--- src/rtl/osc_pkg.sv ---
// Shared definitions for the oscillator output path: DAC frame geometry,
// the default DAC command nibble and the SPI transmitter state encoding.
package osc_pkg;

  localparam int DAC_FRAME_BITS  = 16;
  localparam int DAC_SAMPLE_BITS = 12;
  localparam logic [3:0] DAC_CMD = 4'b0011;  // A/B=0, BUF=0, GA_n=1, SHDN_n=1

  typedef enum logic [1:0] {
    IDLE,
    SHIFT,
    CS_HIGH,
    LATCH
  } dac_state_e;

  // Full DAC word as it leaves the shift register, MSB first.
  function automatic logic [DAC_FRAME_BITS-1:0] dac_frame(
    input logic [3:0]                 cmd,
    input logic [DAC_SAMPLE_BITS-1:0] sample
  );
    return {cmd, sample};
  endfunction

endpackage

--- src/rtl/dac_spi_tx_if.sv ---
// Sample handshake between a waveform generator and the DAC transmitter.
interface dac_spi_tx_if;
  import osc_pkg::*;

  logic [DAC_SAMPLE_BITS-1:0] sample_in;
  logic                       sample_valid;
  logic                       sample_ready;

  modport master (output sample_in, output sample_valid, input sample_ready);
  modport slave  (input sample_in, input sample_valid, output sample_ready);
endinterface

--- src/rtl/dac_spi_tx_phase_timer.sv ---
// Phase timer for the DAC transmitter: counts CLK_DIV cycles from the last
// restart and flags the final cycle (phase_done_o) and the one before it
// (phase_near_o, never asserted when CLK_DIV is 1).
module spi_phase_timer #(
  parameter int CLK_DIV = 4
) (
  input  logic clk,
  input  logic rst_n,
  input  logic restart_i,
  output logic phase_done_o,
  output logic phase_near_o
);

  localparam logic [7:0] LAST_CNT = 8'(CLK_DIV - 1);

  logic [7:0] cnt_q;
  logic [7:0] cnt_d;

  assign phase_done_o = (cnt_q == LAST_CNT);

  generate
    if (CLK_DIV >= 2) begin : g_near
      localparam logic [7:0] NEAR_CNT = 8'(CLK_DIV - 2);
      assign phase_near_o = (cnt_q == NEAR_CNT);
    end else begin : g_no_near
      assign phase_near_o = 1'b0;
    end
  endgenerate

  // Count up, wrapping at the end of each phase or on an explicit restart.
  always_comb begin
    cnt_d = cnt_q + 8'd1;
    if (restart_i || phase_done_o) begin
      cnt_d = 8'd0;
    end
  end

  // Counter register.
  always_ff @(posedge clk or negedge rst_n) begin
    if (!rst_n) begin
      cnt_q <= 8'd0;
    end else begin
      cnt_q <= cnt_d;
    end
  end

endmodule

--- src/rtl/dac_spi_tx.sv ---
// Serialises 12-bit waveform samples into 16-bit MCP4921-style SPI frames
// (command nibble + sample, MSB first) and pulses LDAC after every frame.
module dac_spi_tx
  import osc_pkg::*;
#(
  parameter int         CLK_DIV  = 4,
  parameter logic [3:0] CMD_BITS = DAC_CMD
) (
  input  logic        clk,
  input  logic        rst_n,
  dac_spi_tx_if.slave s_if,
  output logic        dac_cs_n,
  output logic        dac_sclk,
  output logic        dac_mosi,
  output logic        dac_ldac_n
);

  localparam logic [4:0] LAST_BIT = 5'(DAC_FRAME_BITS - 1);

  dac_state_e                state_q, state_d;
  logic [DAC_FRAME_BITS-1:0] shreg_q, shreg_d;
  logic [4:0]                bitcnt_q, bitcnt_d;
  logic                      phase_hi_q, phase_hi_d;
  logic                      cs_n_q, cs_n_d;
  logic                      sclk_q, sclk_d;
  logic                      mosi_q, mosi_d;
  logic                      ldac_n_q, ldac_n_d;
  logic                      ready_q, ready_d;
  logic                      accept;
  logic                      restart;
  logic                      phase_done;
  logic                      phase_near;
  logic [DAC_FRAME_BITS-1:0] frame;

  spi_phase_timer #(.CLK_DIV(CLK_DIV)) u_timer (
    .clk          (clk),
    .rst_n        (rst_n),
    .restart_i    (restart),
    .phase_done_o (phase_done),
    .phase_near_o (phase_near)
  );

  // ready_q is only ever high in IDLE or in the last LATCH cycle, so any
  // handshake is a frame load.
  assign accept = s_if.sample_valid && ready_q;
  assign frame  = dac_frame(CMD_BITS, s_if.sample_in);

  // Next-state and output decode. Ready is raised one cycle before LATCH
  // ends so that the registered ready lets the next sample in on the very
  // edge that closes the frame (period stays at 34 phases).
  always_comb begin
    state_d    = state_q;
    shreg_d    = shreg_q;
    bitcnt_d   = bitcnt_q;
    phase_hi_d = phase_hi_q;
    cs_n_d     = cs_n_q;
    sclk_d     = sclk_q;
    mosi_d     = mosi_q;
    ldac_n_d   = ldac_n_q;
    ready_d    = ready_q;
    restart    = 1'b0;

    case (state_q)
      IDLE: begin
        ready_d = 1'b1;
      end
      SHIFT: begin
        if (phase_done) begin
          restart = 1'b1;
          if (!phase_hi_q) begin
            sclk_d     = 1'b1;
            phase_hi_d = 1'b1;
          end else begin
            sclk_d     = 1'b0;
            phase_hi_d = 1'b0;
            if (bitcnt_q == LAST_BIT) begin
              state_d  = CS_HIGH;
              cs_n_d   = 1'b1;
              bitcnt_d = 5'd0;
            end else begin
              // Rotate rather than shift so the register never holds dead bits.
              bitcnt_d = bitcnt_q + 5'd1;
              shreg_d  = {shreg_q[DAC_FRAME_BITS-2:0], shreg_q[DAC_FRAME_BITS-1]};
              mosi_d   = shreg_q[DAC_FRAME_BITS-2];
            end
          end
        end
      end
      CS_HIGH: begin
        if (phase_done) begin
          restart  = 1'b1;
          state_d  = LATCH;
          ldac_n_d = 1'b0;
          if (CLK_DIV == 1) begin
            ready_d = 1'b1;
          end
        end
      end
      LATCH: begin
        if (phase_near) begin
          ready_d = 1'b1;
        end
        if (phase_done) begin
          restart  = 1'b1;
          ldac_n_d = 1'b1;
          state_d  = IDLE;
        end
      end
      default: begin
        state_d = IDLE;
      end
    endcase

    if (accept) begin
      state_d    = SHIFT;
      shreg_d    = frame;
      mosi_d     = frame[DAC_FRAME_BITS-1];
      bitcnt_d   = 5'd0;
      phase_hi_d = 1'b0;
      cs_n_d     = 1'b0;
      sclk_d     = 1'b0;
      ready_d    = 1'b0;
      restart    = 1'b1;
    end
  end

  // State, data and output registers; reset aborts any frame in flight.
  always_ff @(posedge clk or negedge rst_n) begin
    if (!rst_n) begin
      state_q    <= IDLE;
      shreg_q    <= '0;
      bitcnt_q   <= 5'd0;
      phase_hi_q <= 1'b0;
      cs_n_q     <= 1'b1;
      sclk_q     <= 1'b0;
      mosi_q     <= 1'b0;
      ldac_n_q   <= 1'b1;
      ready_q    <= 1'b1;
    end else begin
      state_q    <= state_d;
      shreg_q    <= shreg_d;
      bitcnt_q   <= bitcnt_d;
      phase_hi_q <= phase_hi_d;
      cs_n_q     <= cs_n_d;
      sclk_q     <= sclk_d;
      mosi_q     <= mosi_d;
      ldac_n_q   <= ldac_n_d;
      ready_q    <= ready_d;
    end
  end

  assign s_if.sample_ready = ready_q;
  assign dac_cs_n          = cs_n_q;
  assign dac_sclk          = sclk_q;
  assign dac_mosi          = mosi_q;
  assign dac_ldac_n        = ldac_n_q;

endmodule

--- src/flat_wrapper.sv ---
// flat-port wrapper written by rule: the top's interface ports become plain ports
module dac_spi_tx_flat import osc_pkg::*;
#(
  parameter int         CLK_DIV  = 4,
  parameter logic [3:0] CMD_BITS = DAC_CMD
)
  (clk, rst_n, dac_cs_n, dac_sclk, dac_mosi, dac_ldac_n, s_if_sample_in, s_if_sample_valid, s_if_sample_ready);
  dac_spi_tx_if s_if_i ();
  input  logic clk;
  input  logic rst_n;
  output logic dac_cs_n;
  output logic dac_sclk;
  output logic dac_mosi;
  output logic dac_ldac_n;
  input wire logic [$bits(s_if_i.sample_in)-1:0] s_if_sample_in;
  input wire logic [$bits(s_if_i.sample_valid)-1:0] s_if_sample_valid;
  output wire logic [$bits(s_if_i.sample_ready)-1:0] s_if_sample_ready;
  assign s_if_i.sample_in = s_if_sample_in;
  assign s_if_i.sample_valid = s_if_sample_valid;
  assign s_if_sample_ready = s_if_i.sample_ready;
  dac_spi_tx #(.CLK_DIV(CLK_DIV), .CMD_BITS(CMD_BITS)) u_core (.clk(clk), .rst_n(rst_n), .s_if(s_if_i), .dac_cs_n(dac_cs_n), .dac_sclk(dac_sclk), .dac_mosi(dac_mosi), .dac_ldac_n(dac_ldac_n));
endmodule
--- config.mk ---
export PLATFORM = sky130hd
export DESIGN_NAME = dac_spi_tx_flat
export DESIGN_NICKNAME = d
export VERILOG_FILES = /design/src/rtl/osc_pkg.sv /design/src/rtl/dac_spi_tx_if.sv /design/src/rtl/dac_spi_tx_phase_timer.sv /design/src/rtl/dac_spi_tx.sv /design/src/flat_wrapper.sv
export SDC_FILE = /design/constraint.sdc
export NUM_CORES = 1
export LEC_CHECK = 0
export ABC_CLOCK_PERIOD_IN_PS = 5200
export CAP_MARGIN = 20
export CORE_MARGIN = 2
export CORE_UTILIZATION = 55
export DETAILED_ROUTE_END_ITERATION = 10
export GPL_TIMING_DRIVEN = 0
export HOLD_SLACK_MARGIN = 0.06
export PLACE_DENSITY = 0.84
export RECOVER_POWER = 25
export SKIP_CTS_REPAIR_TIMING = 1
export SLEW_MARGIN = 20
export SYNTH_ARGS = -nofsm -noshare
export SYNTH_HDL_FRONTEND = slang
export SYNTH_SLANG_ARGS = --single-unit
export TNS_END_PERCENT = 100
--- constraint.sdc ---
create_clock -name clk -period 5.2 [get_ports clk]
set_clock_uncertainty 0.2 [all_clocks]
set_input_delay 0.78 -clock clk [delete_from_list [all_inputs] [get_ports clk]]
set_output_delay 0.78 -clock clk [all_outputs]
set_load 0.005 [all_outputs]
==> implementation parameters <==
Parameter                              Value

Placement
  Port Buf Inserts    19
  Cell area after placement    2030 sq um
  Placed instance count    250
  Placer congestion estimate    0.882
  Final HPWL from detailed placement    2600 um
  Setup slack at placement    2.76 ns

Logic synthesis
  Cell type with the highest aggregate area in the netlist    dfrtp_1
  YS warnings    0
  Post-synth top flop    dfrtp_1
  Synthesized netlist cell count    186
  Number of enable flip-flop cells after synthesis    0
  Syn avg cell area    9.46 sq um
  Portion of the post-synthesis area used by sequential elements    50.0%
  Yosys reg bits    35
  Net count of the mapped netlist    208
  Share of the synthesized area in the top cell type    45.5%
  Ys async rst share    100%
  Cell types occupying the most area after synthesis    dfrtp_1 46%, nand2_1 7.3%, nor2_1 5.8%
  Post-Syn Area    1760 sq um
  Number of distinct library cell variants in the gate-level netlist after synthesis    37

STA
  Min setup slack post-route    2.81 ns
  Number of endpoints with negative hold slack in the final report    0
  Timing-limited maximum frequency    0.419 GHz
  Minimum period implied by the final worst setup slack    2.39 ns
  Relative slew margins    32.3%
  Setup violations, final    0
  Post-Route Setup TNS    0 ns
  Setup repair after global routing missed its margin    false
  Final critical-path share of the clock period    45.9%
  Hold slack final    0.305 ns
  Transition time at the pin with the least slew margin    1.02 ns
  Pins Over Slew Limit    0

Critical path
  R2R cell count    7
  Largest fanout on the critical path    5
  Largest delay contributor family on the critical path    flip-flops
  Number of buffers and inverters on the critical path    1
  WP data arrival    1.41 ns
  Worst reg-to-reg setup slack    2.90 ns
  Kind of end point of the critical path    primary output
  Kind of launch point of the worst setup path    flip-flop
  Type of the worst setup path    reg2out
  Critical Path Stages    1
  CP required    4.22 ns
  Cell with the largest stage delay on the worst path    dfstp_2
  Biggest cell delay along the critical path    0.57 ns
  Startpoint of the worst register-to-register path    u_core.u_timer.cnt_q[0]
  Critical Path, Cell by Cell    clkdlybuf4s50_1
  Launching instance or port of the critical path    u_core.s_if.sample_ready

Power
  Worst VDD drop    210 uV
  Total power density per cell area    446 nW/um^2
  Leakage    0.950 nW

Die
  Core area    3050 sq um
  Effective utilization at floorplan    57.6%
  Total I/O pin count    20
  Floorplan die width    60.6 um
  Placement row count    20
  Die outline height    60.6 um
  Total Die Area    3670 sq um

Layout
  Nets    235
  Number of antenna cells inserted    0
  Number of cells in the finished layout apart from fillers    258
  Layout area overhead    17.7%
  Final standard cell area without fillers    2070 sq um
  Proportion of layout cells with a drive suffix above 1    7.94%

Detailed routing
  Routed wire length on met3    124 um
  Drt total wl    3500 um
  Residual antenna-violating net count after detailed routing    0
  Average detailed-routed wire length per instance    13.5 um
  Top Metal Used    met4
  Met2 WL    1710 um
  Total iterations of the first detailed-routing run    4
  Vias    1405
  Routed metal-1 wirelength    1600 um
  Detailed Route Iter0 Violations    65
  Routed vias/inst    5.45
  Residual DRC count    0

Clocking
  H-tree depth    2
  CTS Buf Count    5
  TritonCTS clock tree    built
  Clock-pin slew of the registers on the worst-case setup and hold paths    0.10 ns
  CTS Buffer Depth    2
  Clock insertion delay at the later pin of the skew report    0.34 ns
  Number of sinks on the clock net    35
  Cell at the root of the clock tree    clkbuf_4

Status
  Outcome    complete, no violations

Global route
  Maximum number of pins on one net before global-route repair    20
  Via count of the first global-routing pass    1451
  Overflow left after global routing    0
  Total Routing Usage GR    23.0%
  Antenna violations before repair    0
  First-pass GRT wire length    6180 um

Flow run
  Max Cap Viol    0

Hold path
  Hold crit path type    in2async
cell families (layout without fill, tap and decap cells):
kind of cell / after synthesis / after routing / synth area share, %
compound gates: 28 / 28 / 9.74
xor+xnor: 8 / 8 / 3.98
fa+ha+maj: 7 / 7 / 4.98
buf+inv: 13 / 41 / 4.20
flops: 35 / 35 / 50.0
mux: 4 / 4 / 2.35
simple gates: 91 / 91 / 24.8
layout by cell type, fill, tap and decap left out, drive strengths merged:
master | Yosys | routed
a211oi | 1 | 1
dfrtp | 32 | 32
mux2i | 3 | 3
clkdlybuf4s50 | 0 | 18
o221ai | 1 | 1
mux2 | 1 | 1
nand2b | 1 | 1
and4 | 1 | 1
xor2 | 7 | 7
nand4b | 2 | 2
ha | 7 | 7
clkbuf | 5 | 15
nand4 | 3 | 3
nor3 | 1 | 1
o21ai | 2 | 2
buf | 3 | 3
a32oi | 1 | 1
nand2 | 34 | 34
a22o | 1 | 1
and3 | 5 | 5
a41oi | 1 | 1
xnor2 | 1 | 1
a31oi | 8 | 8
inv | 5 | 5
dfstp | 3 | 3
and4b | 1 | 1
nor2 | 27 | 27
nor2b | 2 | 2
nor4 | 2 | 2
nand3 | 11 | 11
a211o | 1 | 1
and2 | 1 | 1
a21oi | 12 | 12
per-layer routing:
| layer | vias to the layer above | global-route usage [%] |
|---|---|---|
| li1 | 691 | - |
| met1 | 678 | 28.9 |
| met2 | 28 | 37.7 |
| met3 | 8 | 4.48 |
| met4 | 0 | 12.1 |
| met5 | - | 0 |
cells in the mapped netlist (2+ instances only):
cell type / number
ha_1: 7
nor2_1: 27
dfrtp_1: 32
mux2i_1: 3
nand2_1: 34
and3_1: 4
a21oi_1: 12
o21ai_0: 2
dfstp_2: 3
xor2_1: 7
clkbuf_1: 5
inv_1: 5
a31oi_1: 8
nor2b_1: 2
nand4_1: 2
nand4b_1: 2
nand3_1: 11
state kept, by name, indices dropped and copies added, names as in the netlist:
name / flops
u_core.s_if.sample_ready: 1
u_core.u_timer.cnt_q: 8
u_core.state_q: 2
u_core.phase_hi_q: 1
u_core.shreg_q: 16
u_core.dac_ldac_n: 1
u_core.bitcnt_q: 5
u_core.dac_cs_n: 1
report_power, final:
group | total, W | switching (W) | internal, W | leakage, nW
registers | 0.000432 | 0.0000708 | 0.000361 | 0.423
clock network | 0.000168 | 0.0000881 | 0.0000795 | 0.0386
logic | 0.000325 | 0.000178 | 0.000148 | 0.489
total | 0.000924 | 0.000336 | 0.000588 | 0.950
stage by stage:
step                      power (W)  util, %
after detailed placement   0.000763     66.4
after global placement     0.000734     65.7
after CTS                  0.000931     68.6
final                      0.000924     67.8
after global routing       0.000998     67.8
after floorplan            0.000649        -
path summary, 6_finish.rpt:
check                                           to
setup / recovery                 s_if_sample_ready
hold / removal             u_core.u_timer.cnt_q[4]
setup reg to reg                 u_core.shreg_q[4]
hold reg to reg                 u_core.shreg_q[13]
max in group asynchronous        u_core.shreg_q[1]
min in group clk                u_core.shreg_q[13]
final cells by class:
type	instances	area (sq um)
flip-flops and latches	35	880
plain buffers	8	55.1
well taps	44	55.1
repair buffers	20	188
multi-input cells	138	806
clock buffers	8	68.8
inverters	5	18.8
fillers	249	982
(Power assumes the default switching activity.)
